File: config.mk
export PLATFORM = sky130hd
export DESIGN_NAME = div_share_ctrl
export DESIGN_NICKNAME = d
export VERILOG_FILES = /design/src/rtl/div_share_pkg.sv /design/src/rtl/div_share_ctrl_core.sv /design/src/rtl/div_share_ctrl.sv
export SDC_FILE = /design/constraint.sdc
export NUM_CORES = 1
export LEC_CHECK = 0
export CORE_AREA = 8 8 148 150
export DETAILED_ROUTE_END_ITERATION = 7
export DIE_AREA = 0 0 156 158
export GPL_TIMING_DRIVEN = 0
export PLACE_DENSITY = 0.69
export SLEW_MARGIN = 5
export SYNTH_ARGS = -nofsm -noshare
export SYNTH_HDL_FRONTEND = slang
export SYNTH_SLANG_ARGS = --single-unit
File: constraint.sdc
create_clock -name clk -period 3.8 [get_ports clk]
set_input_delay 0.76 -clock clk [delete_from_list [all_inputs] [get_ports clk]]
set_output_delay 0.76 -clock clk [all_outputs]
set_load 0.01 [all_outputs]
File: src/rtl/div_share_pkg.sv
// Shared types, constants and the round-robin picker for the shared divider controller.
package div_share_pkg;

   localparam int DEF_WIDTH = 16;
   localparam int DEF_NREQ  = 4;

   typedef enum logic [1:0] {IDLE, RUN, DONE} state_t;

   // Wide all-ones value, truncated to the operand width where it is used.
   localparam logic [63:0] DZ_QUOT = '1;

   // Returns the first requester at or after rr (modulo n) whose request bit is set.
   function automatic int unsigned rr_pick(input logic [31:0] req,
                                           input int unsigned n,
                                           input int unsigned rr);
      int unsigned pick;
      int unsigned idx;
      bit          found;
      pick  = rr;
      found = 1'b0;
      for (int unsigned i = 0; i < 32; i++) begin
         if (!found && (i < n)) begin
            idx = (rr + i) % n;
            if (req[idx[4:0]]) begin
               pick  = idx;
               found = 1'b1;
            end
         end
      end
      return pick;
   endfunction

endpackage

File: src/rtl/div_share_ctrl_core.sv
// Iterative restoring divider: one quotient bit per clock, dividend shifted out MSB first.
module div_seq_core
   import div_share_pkg::*;
#(
   parameter int WIDTH = DEF_WIDTH
) (
   input  logic             clk,
   input  logic             rset,
   input  logic             start,
   input  logic [WIDTH-1:0] num,
   input  logic [WIDTH-1:0] den,
   output logic             done,
   output logic [WIDTH-1:0] q,
   output logic [WIDTH-1:0] r
);

   localparam int CW = $clog2(WIDTH);

   logic [WIDTH-1:0] nq;
   logic [WIDTH-1:0] rem;
   logic [WIDTH-1:0] dreg;
   logic [CW-1:0]    cnt;
   logic             active;

   logic [WIDTH:0]   p_shift;
   logic [WIDTH:0]   diff;
   logic             qbit;
   logic [WIDTH-1:0] rem_next;

   // The borrow out of the WIDTH+1 bit subtraction is the restore decision.
   always_comb begin
      p_shift  = {rem, nq[WIDTH-1]};
      diff     = p_shift - {1'b0, dreg};
      qbit     = ~diff[WIDTH];
      rem_next = qbit ? diff[WIDTH-1:0] : p_shift[WIDTH-1:0];
      done     = active && (cnt == CW'(WIDTH - 1));
      q        = {nq[WIDTH-2:0], qbit};
      r        = rem_next;
   end

   // nq starts as the dividend and fills with quotient bits from the bottom.
   always_ff @(posedge clk or posedge rset) begin
      if (rset) begin
         nq     <= '0;
         rem    <= '0;
         dreg   <= '0;
         cnt    <= '0;
         active <= 1'b0;
      end else if (start) begin
         nq     <= num;
         rem    <= '0;
         dreg   <= den;
         cnt    <= '0;
         active <= 1'b1;
      end else if (active) begin
         nq  <= q;
         rem <= rem_next;
         cnt <= cnt + CW'(1);
         if (done) begin
            active <= 1'b0;
         end
      end
   end

endmodule

File: src/rtl/div_share_ctrl.sv
// Round-robin front end sharing one iterative divider among NREQ requesters.
module div_share_ctrl
   import div_share_pkg::*;
#(
   parameter int WIDTH = DEF_WIDTH,
   parameter int NREQ  = DEF_NREQ,
   parameter int IDW   = $clog2(NREQ)
) (
   input  logic                  clk,
   input  logic                  rset,
   input  logic [NREQ-1:0]       req_i,
   input  logic [NREQ*WIDTH-1:0] num_i,
   input  logic [NREQ*WIDTH-1:0] den_i,
   output logic [NREQ-1:0]       ack_o,
   output logic [WIDTH-1:0]      q_o,
   output logic [WIDTH-1:0]      r_o,
   output logic                  dz_o,
   output logic [IDW-1:0]        owner_o,
   output logic                  busy_o
);

   state_t           state;
   logic [IDW-1:0]   rr;
   logic [IDW-1:0]   cur;

   logic [IDW-1:0]   pick;
   logic [WIDTH-1:0] pick_num;
   logic [WIDTH-1:0] pick_den;
   logic             start;
   logic             core_done;
   logic [WIDTH-1:0] core_q;
   logic [WIDTH-1:0] core_r;
   logic [IDW-1:0]   rr_next;

   always_comb begin
      pick     = IDW'(rr_pick(32'(req_i), NREQ, 32'(rr)));
      pick_num = num_i[pick*WIDTH +: WIDTH];
      pick_den = den_i[pick*WIDTH +: WIDTH];
      start    = (state == IDLE) && (|req_i) && (pick_den != '0);
      rr_next  = (cur == IDW'(NREQ - 1)) ? '0 : cur + IDW'(1);
   end

   div_seq_core #(.WIDTH(WIDTH)) u_core (
      .clk   (clk),
      .rset  (rset),
      .start (start),
      .num   (pick_num),
      .den   (pick_den),
      .done  (core_done),
      .q     (core_q),
      .r     (core_r)
   );

   // Divide-by-zero skips the core and publishes its fixed result on the grant edge.
   always_ff @(posedge clk or posedge rset) begin
      if (rset) begin
         state   <= IDLE;
         rr      <= '0;
         cur     <= '0;
         ack_o   <= '0;
         q_o     <= '0;
         r_o     <= '0;
         dz_o    <= 1'b0;
         owner_o <= '0;
         busy_o  <= 1'b0;
      end else begin
         ack_o <= '0;
         unique case (state)
            IDLE: begin
               if (|req_i) begin
                  cur    <= pick;
                  busy_o <= 1'b1;
                  if (pick_den == '0) begin
                     q_o     <= WIDTH'(DZ_QUOT);
                     r_o     <= pick_num;
                     dz_o    <= 1'b1;
                     owner_o <= pick;
                     ack_o   <= NREQ'(1) << pick;
                     state   <= DONE;
                  end else begin
                     state <= RUN;
                  end
               end
            end
            RUN: begin
               if (core_done) begin
                  q_o     <= core_q;
                  r_o     <= core_r;
                  dz_o    <= 1'b0;
                  owner_o <= cur;
                  ack_o   <= NREQ'(1) << cur;
                  state   <= DONE;
               end
            end
            DONE: begin
               state  <= IDLE;
               busy_o <= 1'b0;
               rr     <= rr_next;
            end
            default: state <= IDLE;
         endcase
      end
   end

endmodule

==> results of run 1 <==
flip-flops by register name, summed over array words and instances (netlist names), 2 cells and up:
name,count
q_o,16
cur,2
owner_o,2
state,2
r_o,16
u_core.rem,16
u_core.dreg,16
u_core.cnt,4
ack_o,4
u_core.nq,16
rr,2
how the worst min path moves through the flow:
stage | end | start | depth (start not counted)
6_report | q_o[7] | q_o[7] | 1
5_1_grt | q_o[14] | q_o[14] | 1
4_1_cts | busy_o | busy_o | 2
3_5_place_dp | busy_o | busy_o | 2
3_3_place_gp | busy_o | busy_o | 2
2_1_floorplan | u_core.dreg[14] | u_core.dreg[14] | 1
repair_timing:
item | CTS | global route
pin swaps | 2 | 9
cloned | 0 | 2
buffers inserted | 2 | 8
hold endpoints to repair | 0 | 0
endpoints found under the setup margin | 69 | 76
resized for setup | 3 | 43
cells by family after synthesis:
logic type	count (synthesis)	synth area share, %
xor+xnor	16	2.214
flops	99	39.13
simple gates	238	16.76
fa+ha+maj	22	4.466
compound gates	120	12.43
mux	119	19.84
buf+inv	69	5.158
layout by cell type, fill, tap and decap left out, types with 9 or more instances in the layout:
| cell | n |
|---|---|
| mux2_4 | 12 |
| clkbuf_1 | 16 |
| inv_1 | 28 |
| xor2_1 | 9 |
| nand2_1 | 98 |
| a211oi_1 | 16 |
| a21oi_1 | 25 |
| o21ai_0 | 37 |
| nor2_1 | 79 |
| ha_1 | 21 |
| clkbuf_16 | 10 |
| buf_4 | 12 |
| nand3_1 | 27 |
| dfrtp_1 | 99 |
| clkdlybuf4s50_1 | 170 |
| o22a_1 | 15 |
| mux2_2 | 13 |
| mux2i_1 | 87 |
routing by layer:
metal / up-vias / global-route usage [%] / wire, µm
met2: 162 / 27.94 / 9913
met4: 0 / 4.991 / 432
li1: 2770 / - / -
met3: 23 / 4.778 / 1314
met1: 2733 / 20.72 / 9137
met5: - / 0 / 0
per-stage QoR:
step                cell area (µm²)  total power, mW
floorplan                      6331            4.870
global placement               8401            6.225
detailed placement             8431            6.297
CTS                            8786            7.384
global route                   9001            8.110
finish                         9001            7.557
worst max-delay path, delay by kind of cell:
kind	cells	cell delay (ns)
AND/OR/NAND/NOR	4	0.73
multiplexers	1	0.30
AO/OA/AOI/OAI	4	0.56
buffers and inverters	7	1.53
power by group through the flow:
stage          combinational, mW  clock, mW  sequential [mW]
2_1_floorplan               3.08          0             1.79
3_3_place_gp                4.41          0             1.82
3_5_place_dp                4.47          0             1.83
4_1_cts                     4.55       1.02             1.81
5_1_grt                     5.18       1.06             1.87
6_report                    4.74       1.01             1.82
layout make-up:
cell class | instances | area, µm² | area share, %
inverters | 29 | 111.4 | 1.237
well taps | 270 | 337.8 | 3.753
clock buffers | 9 | 225.2 | 2.502
plain buffers | 39 | 246.5 | 2.738
repair buffers | 185 | 1883 | 20.92
multi-input cells | 516 | 3623 | 40.26
clock inverters | 7 | 96.34 | 1.070
flip-flops and latches | 99 | 2477 | 27.52
==> results.py, run 1 <==
metrics = {
    "outcome": {
        "status": "completed",
    },
    "grt": {
        "grt_first_pass_wirelength_mm": 32.40,
        "antenna_found_initial": 0,
        "track_usage_pct": 16.78,
        "overflow": 0,
        "grt_pass1_vias": 5881,
        "grt_max_degree": 64,
    },
    "synth": {
        "yosysTopAreaCell": "dfrtp_1",
        "synth_nets": 839,
        "syn_inst": 683,
        "async_flop_share_pct": 100.0,
        "syn-cell-area_um2": 6331,
        "ys_ff_latch": 99,
        "yosysTopAreaCellShare_pct": 39.13,
        "synthTopCellsByArea": "dfrtp_1 (39%), mux2i_1 (15%), nand2_1 (5.9%)",
        "yosys_warnings": 0,
        "synth_edf_count": 0,
        "seq_area_frac_synth_pct": 39.13,
        "synth_flop_cell": "dfrtp_1",
        "synthTopCellsByCount": "dfrtp_1 (99), nand2_1 (99), mux2i_1 (94)",
        "syn_avg_cell_area_um2": 9.270,
        "post_synth_num_cell_types": 54,
    },
    "sta": {
        "worst_pin_slew_ns": 0.7850,
        "setup_viol": 0,
        "setup_ws_ns": 0.1353,
        "skew_ns": 0.007330,
        "hold_viol": 0,
        "tns_ns": 0,
        "drv_slew": 0,
        "rsz0062_at_grt": "no",
        "final.period_utilization_pct": 96.44,
        "clock.fmax_ghz": 0.2729,
        "slew_headroom_pct": 47.67,
        "layout_min_cycle_time_ns": 3.665,
        "final.hold.worst_slack_ns": 0.4926,
    },
    "critical_path": {
        "cp_common_cell": "buf_6",
        "reg2reg_to": "r_o[5]",
        "critPathCapture": "r_o[1]",
        "criticalPathCategory": "in2reg",
        "slowest_delay_ns": 0.57,
        "worstPathCellList": "clkdlybuf4s50_1 -> inv_1 -> a21oi_1 -> a2bb2oi_1 -> and2_1 -> buf_4 -> buf_6 -> clkbuf_4 -> o21ai_0 -> nand2_1 -> and4_4 -> a21oi_4 -> nor2_8 -> buf_12 -> buf_6 -> mux2_4",
        "startpoint_type": "input port",
        "cp-startpoint": "req_i[1]",
        "crit_required_ns": 4.03,
        "worstPathArrival_ns": 3.90,
        "endpoint_kind": "flop",
        "crit_slowest_cell": "clkdlybuf4s50_1",
        "worstPathMaxFanout": 10,
        "r2r-start": "u_core.nq[15]",
        "regToRegSetupSlack_ns": 0.24,
        "reg2reg_depth": 15,
    },
    "clocking": {
        "holdBufCountCts": 0,
        "cts_made_buffers": 9,
        "root_buffer": "clkbuf_16",
        "cts.path.max_buffers": 2,
        "h-tree-depth": 3,
        "clkLatencyLatePin_ns": 0.35,
        "cts.sinks": 99,
        "clk_pin_slew_worst_paths_ns": 0.07,
        "cts_tree": "yes",
    },
    "placement": {
        "placed_cells": 1127,
        "dp_worst_setup_slack_ns": -0.6309,
        "hpwl_mm": 16.10,
        "gp_congestion": 0.8483,
        "port_buffers": 173,
    },
    "run": {
        "maxCapViolCount": 0,
    },
    "detailed_routing": {
        "vias": 5688,
        "wire_per_inst_um": 18.02,
        "ant_nets": 0,
        "drt-total-wl_mm": 20.80,
        "viasPerCell": 4.929,
        "drt_pass1_iterations": 5,
        "drc": 0,
        "drtIter0Drc": 283,
    },
    "die": {
        "die_x_um": 156,
        "dieArea_um2": 24650,
        "coreArea_um2": 19710,
        "io_pins": 174,
        "die_y_um": 158,
        "start_util_pct": 32.11,
        "placementRows": 52,
    },
    "cells_and_area": {
        "layout-drive-gt1-share_pct": 11.31,
        "fillers": 1865,
        "diodes": 0,
        "final_util_pct": 45.66,
        "syn2layout_area_growth_pct": 42.17,
        "final_cells": 1154,
        "layout.nets": 1035,
    },
    "power_and_ir_drop": {
        "seq_power_share_pct": 24.0,
        "p_leak_nw": 4.108,
        "power_density_nw_per_um2": 839.6,
        "swShare_pct": 44.04,
        "clkPwrFrac_pct": 13.3,
        "p_sw_mw": 3.328,
        "ir_drop_v": 0.0003675,
        "internal_power_mw": 4.229,
        "combPwrFrac_pct": 62.7,
    },
    "min_path": {
        "hp-class": "reg2reg",
    },
}
Note: power is estimated with default switching activity, not from simulation.
==> inputs of run 2 (changes only) <==
Settings changed: CORE_AREA 8 8 148 150 to 8 8 153 155, DIE_AREA 0 0 156 158 to 0 0 161 163, PLACE_DENSITY 0.69 to 0.68, SYNTH_HIERARCHICAL from default to 1.
==> results.py, run 2 <==
metrics = {
    "detailed_routing": {
        "drc": 0,
        "drtIter0Drc": 491,
        "viasPerCell": 5.255,
        "drt-total-wl_mm": 23.52,
        "drt_pass1_iterations": 7,
        "vias": 6395,
        "ant_nets": 0,
        "wire_per_inst_um": 19.32,
    },
    "synth": {
        "async_flop_share_pct": 100.0,
        "synth_edf_count": 0,
        "syn_inst": 748,
        "synth_flop_cell": "dfrtp_1",
        "syn_avg_cell_area_um2": 9.065,
        "synth_top_family_by_area": "compound AO/OA/AOI/OAI gates",
        "yosys_warnings": 6,
        "yosysMostFrequentCell": "nand2_1",
        "yosysTopAreaCellShare_pct": 36.54,
        "synth_mux_area_share_pct": 16.48,
        "synth_xor_xnor_area_share_pct": 1.938,
        "syn-cell-area_um2": 6780,
        "synthTopCellsByArea": "dfrtp_1 (37%), mux2i_1 (12%), nand2_1 (6.3%)",
        "seq_area_frac_synth_pct": 36.54,
        "yosysTopAreaCell": "dfrtp_1",
        "synthTopCellsByCount": "nand2_1 (114), dfrtp_1 (99), mux2i_1 (79)",
        "ys_ff_latch": 99,
        "synth_nets": 904,
        "post_synth_num_cell_types": 62,
        "synthAdderAreaFrac_pct": 4.171,
        "synth-simple-area-share_pct": 13.19,
        "synth_compound_area_share_pct": 21.24,
    },
    "die": {
        "dieArea_um2": 26240,
        "io_pins": 174,
        "die_y_um": 163,
        "die_x_um": 161,
        "coreArea_um2": 20820,
        "start_util_pct": 32.56,
        "placementRows": 53,
    },
    "critical_path": {
        "startpoint_type": "input port",
        "crit_required_ns": 4.03,
        "criticalPathCategory": "in2reg",
        "worstPathArrival_ns": 3.95,
        "endpoint_kind": "flop",
        "worstPathMaxFanout": 10,
    },
    "sta": {
        "layout_min_cycle_time_ns": 3.726,
        "skew_ns": 0.01125,
        "final.hold.worst_slack_ns": 0.4866,
        "setup_viol": 0,
        "slew_headroom_pct": 21.02,
        "drv_slew": 0,
        "hold_viol": 0,
        "final.period_utilization_pct": 98.05,
        "rsz0062_at_grt": "no",
        "tns_ns": 0,
        "worst_pin_slew_ns": 1.175,
        "clock.fmax_ghz": 0.2684,
    },
    "grt": {
        "grt_max_degree": 40,
        "track_usage_pct": 17.57,
        "overflow": 0,
        "antenna_found_initial": 0,
        "grt_pass1_vias": 6625,
        "grt_first_pass_wirelength_mm": 36.63,
    },
    "clocking": {
        "clk_pin_slew_worst_paths_ns": 0.07,
        "h-tree-depth": 3,
        "cts.sinks": 99,
        "cts_tree": "yes",
        "root_buffer": "clkbuf_16",
        "clkLatencyLatePin_ns": 0.35,
        "cts.path.max_buffers": 2,
        "holdBufCountCts": 0,
        "cts_made_buffers": 9,
    },
    "placement": {
        "gp_congestion": 0.8883,
        "port_buffers": 173,
        "hpwl_mm": 18.30,
        "postPlaceCellArea_um2": 8896,
        "placed_cells": 1198,
    },
    "power_and_ir_drop": {
        "ir_drop_v": 0.0003991,
        "power.total_mw": 8.621,
        "p_leak_nw": 3.921,
        "power_density_nw_per_um2": 907.5,
    },
    "min_path": {
        "hp-class": "reg2reg",
    },
    "cells_and_area": {
        "final_cells": 1217,
        "layout-drive-gt1-share_pct": 14.23,
        "layout.nets": 1093,
        "syn2layout_area_growth_pct": 40.10,
        "diodes": 0,
        "fin_area_um2": 9499,
        "final_cell_mix": "clkdlybuf4s50_1 (169), nand2_1 (114), dfrtp_1 (99), mux2i_1 (79), o21ai_0 (61)",
        "layout_commonest_cell": "clkdlybuf4s50_1",
    },
    "run": {
        "maxCapViolCount": 0,
    },
    "outcome": {
        "status": "completed",
    },
}
run 2: cell types whose count changed after synthesis, moves of 16 or more:
cell | previous run | this run
nor2_1 | 80 | 52
o21ai_0 | 37 | 61
clkbuf_1 | 21 | 37
a211oi_1 | 16 | 36
o31a_1 | 2 | 32
nand3_1 | 27 | 1
run 2: final timing paths:
kind | start | end | slack, ns | depth (start not counted)
min | dz_o | dz_o | 0.49 | 2
max in group asynchronous | rset | u_core/active | 2.53 | 3
max | req_i[3] | r_o[10] | 0.07 | 12
max reg2reg | rr[1] | r_o[10] | 0.32 | 11
min reg2reg | dz_o | dz_o | 0.49 | 2
min in group asynchronous | rset | state[1] | 0.69 | 2
run 2: cell type report:
| cell class | count | area, µm² |
|---|---|---|
| plain buffers | 64 | 369.1 |
| clock buffers | 9 | 225.2 |
| clock inverters | 7 | 52.55 |
| fillers | 2048 | 11320 |
| inverters | 26 | 97.59 |
| multi-input cells | 555 | 4109 |
| flip-flops and latches | 99 | 2477 |
| well taps | 275 | 344.1 |
| repair buffers | 182 | 1824 |
run 2: through the flow:
stage                     setup WS [ns]  util [%]
final                           0.07412     45.62
after global placement           -1.282     42.53
after global routing          0.0002505     45.62
after detailed placement         -1.274     42.72
after floorplan                  0.1741         -
after CTS                       0.06426     45.16
run 2: critical path, cell delays in order:
cell and delay, ns:
dlygate4sd2_1 0.28, nor3_2 0.24, nor3_4 0.09, buf_1 0.24, o31a_1 0.38, a211oi_4 0.21
o22ai_2 0.15, or4_4 0.63, o31ai_4 0.32, buf_6 0.16, buf_6 0.13, mux2_2 0.34
run 2: kinds of logic after synthesis:
group / count (synthesis)
flops: 99
xor+xnor: 15
fa+ha+maj: 22
simple gates: 208
mux: 107
buf+inv: 94
compound gates: 203
run 2: routing by layer:
layer | GRT usage (%) | wire length [µm] | part of all wire (%)
met1 | 23.60 | 10970 | 47
met2 | 27.39 | 10390 | 44
met3 | 4.752 | 1786 | 7.6
met4 | 4.714 | 372 | 1.6
met5 | 0 | 0 | 0
run 2: report_power, final:
group	leakage [nW]	total, mW	internal (mW)	switching (mW)
Clock	0.130	0.876	0.449	0.427
Sequential	1.15	1.90	1.56	0.333
Combinational	2.64	5.85	2.60	3.25
run 2: timing repair:
action                                  in CTS  in global routing
pin swaps                                    6                 11
gates resized for setup                     59                 31
endpoints found under the setup margin      85                 67
setup buffers                                4                  1
cloned                                       1                  1
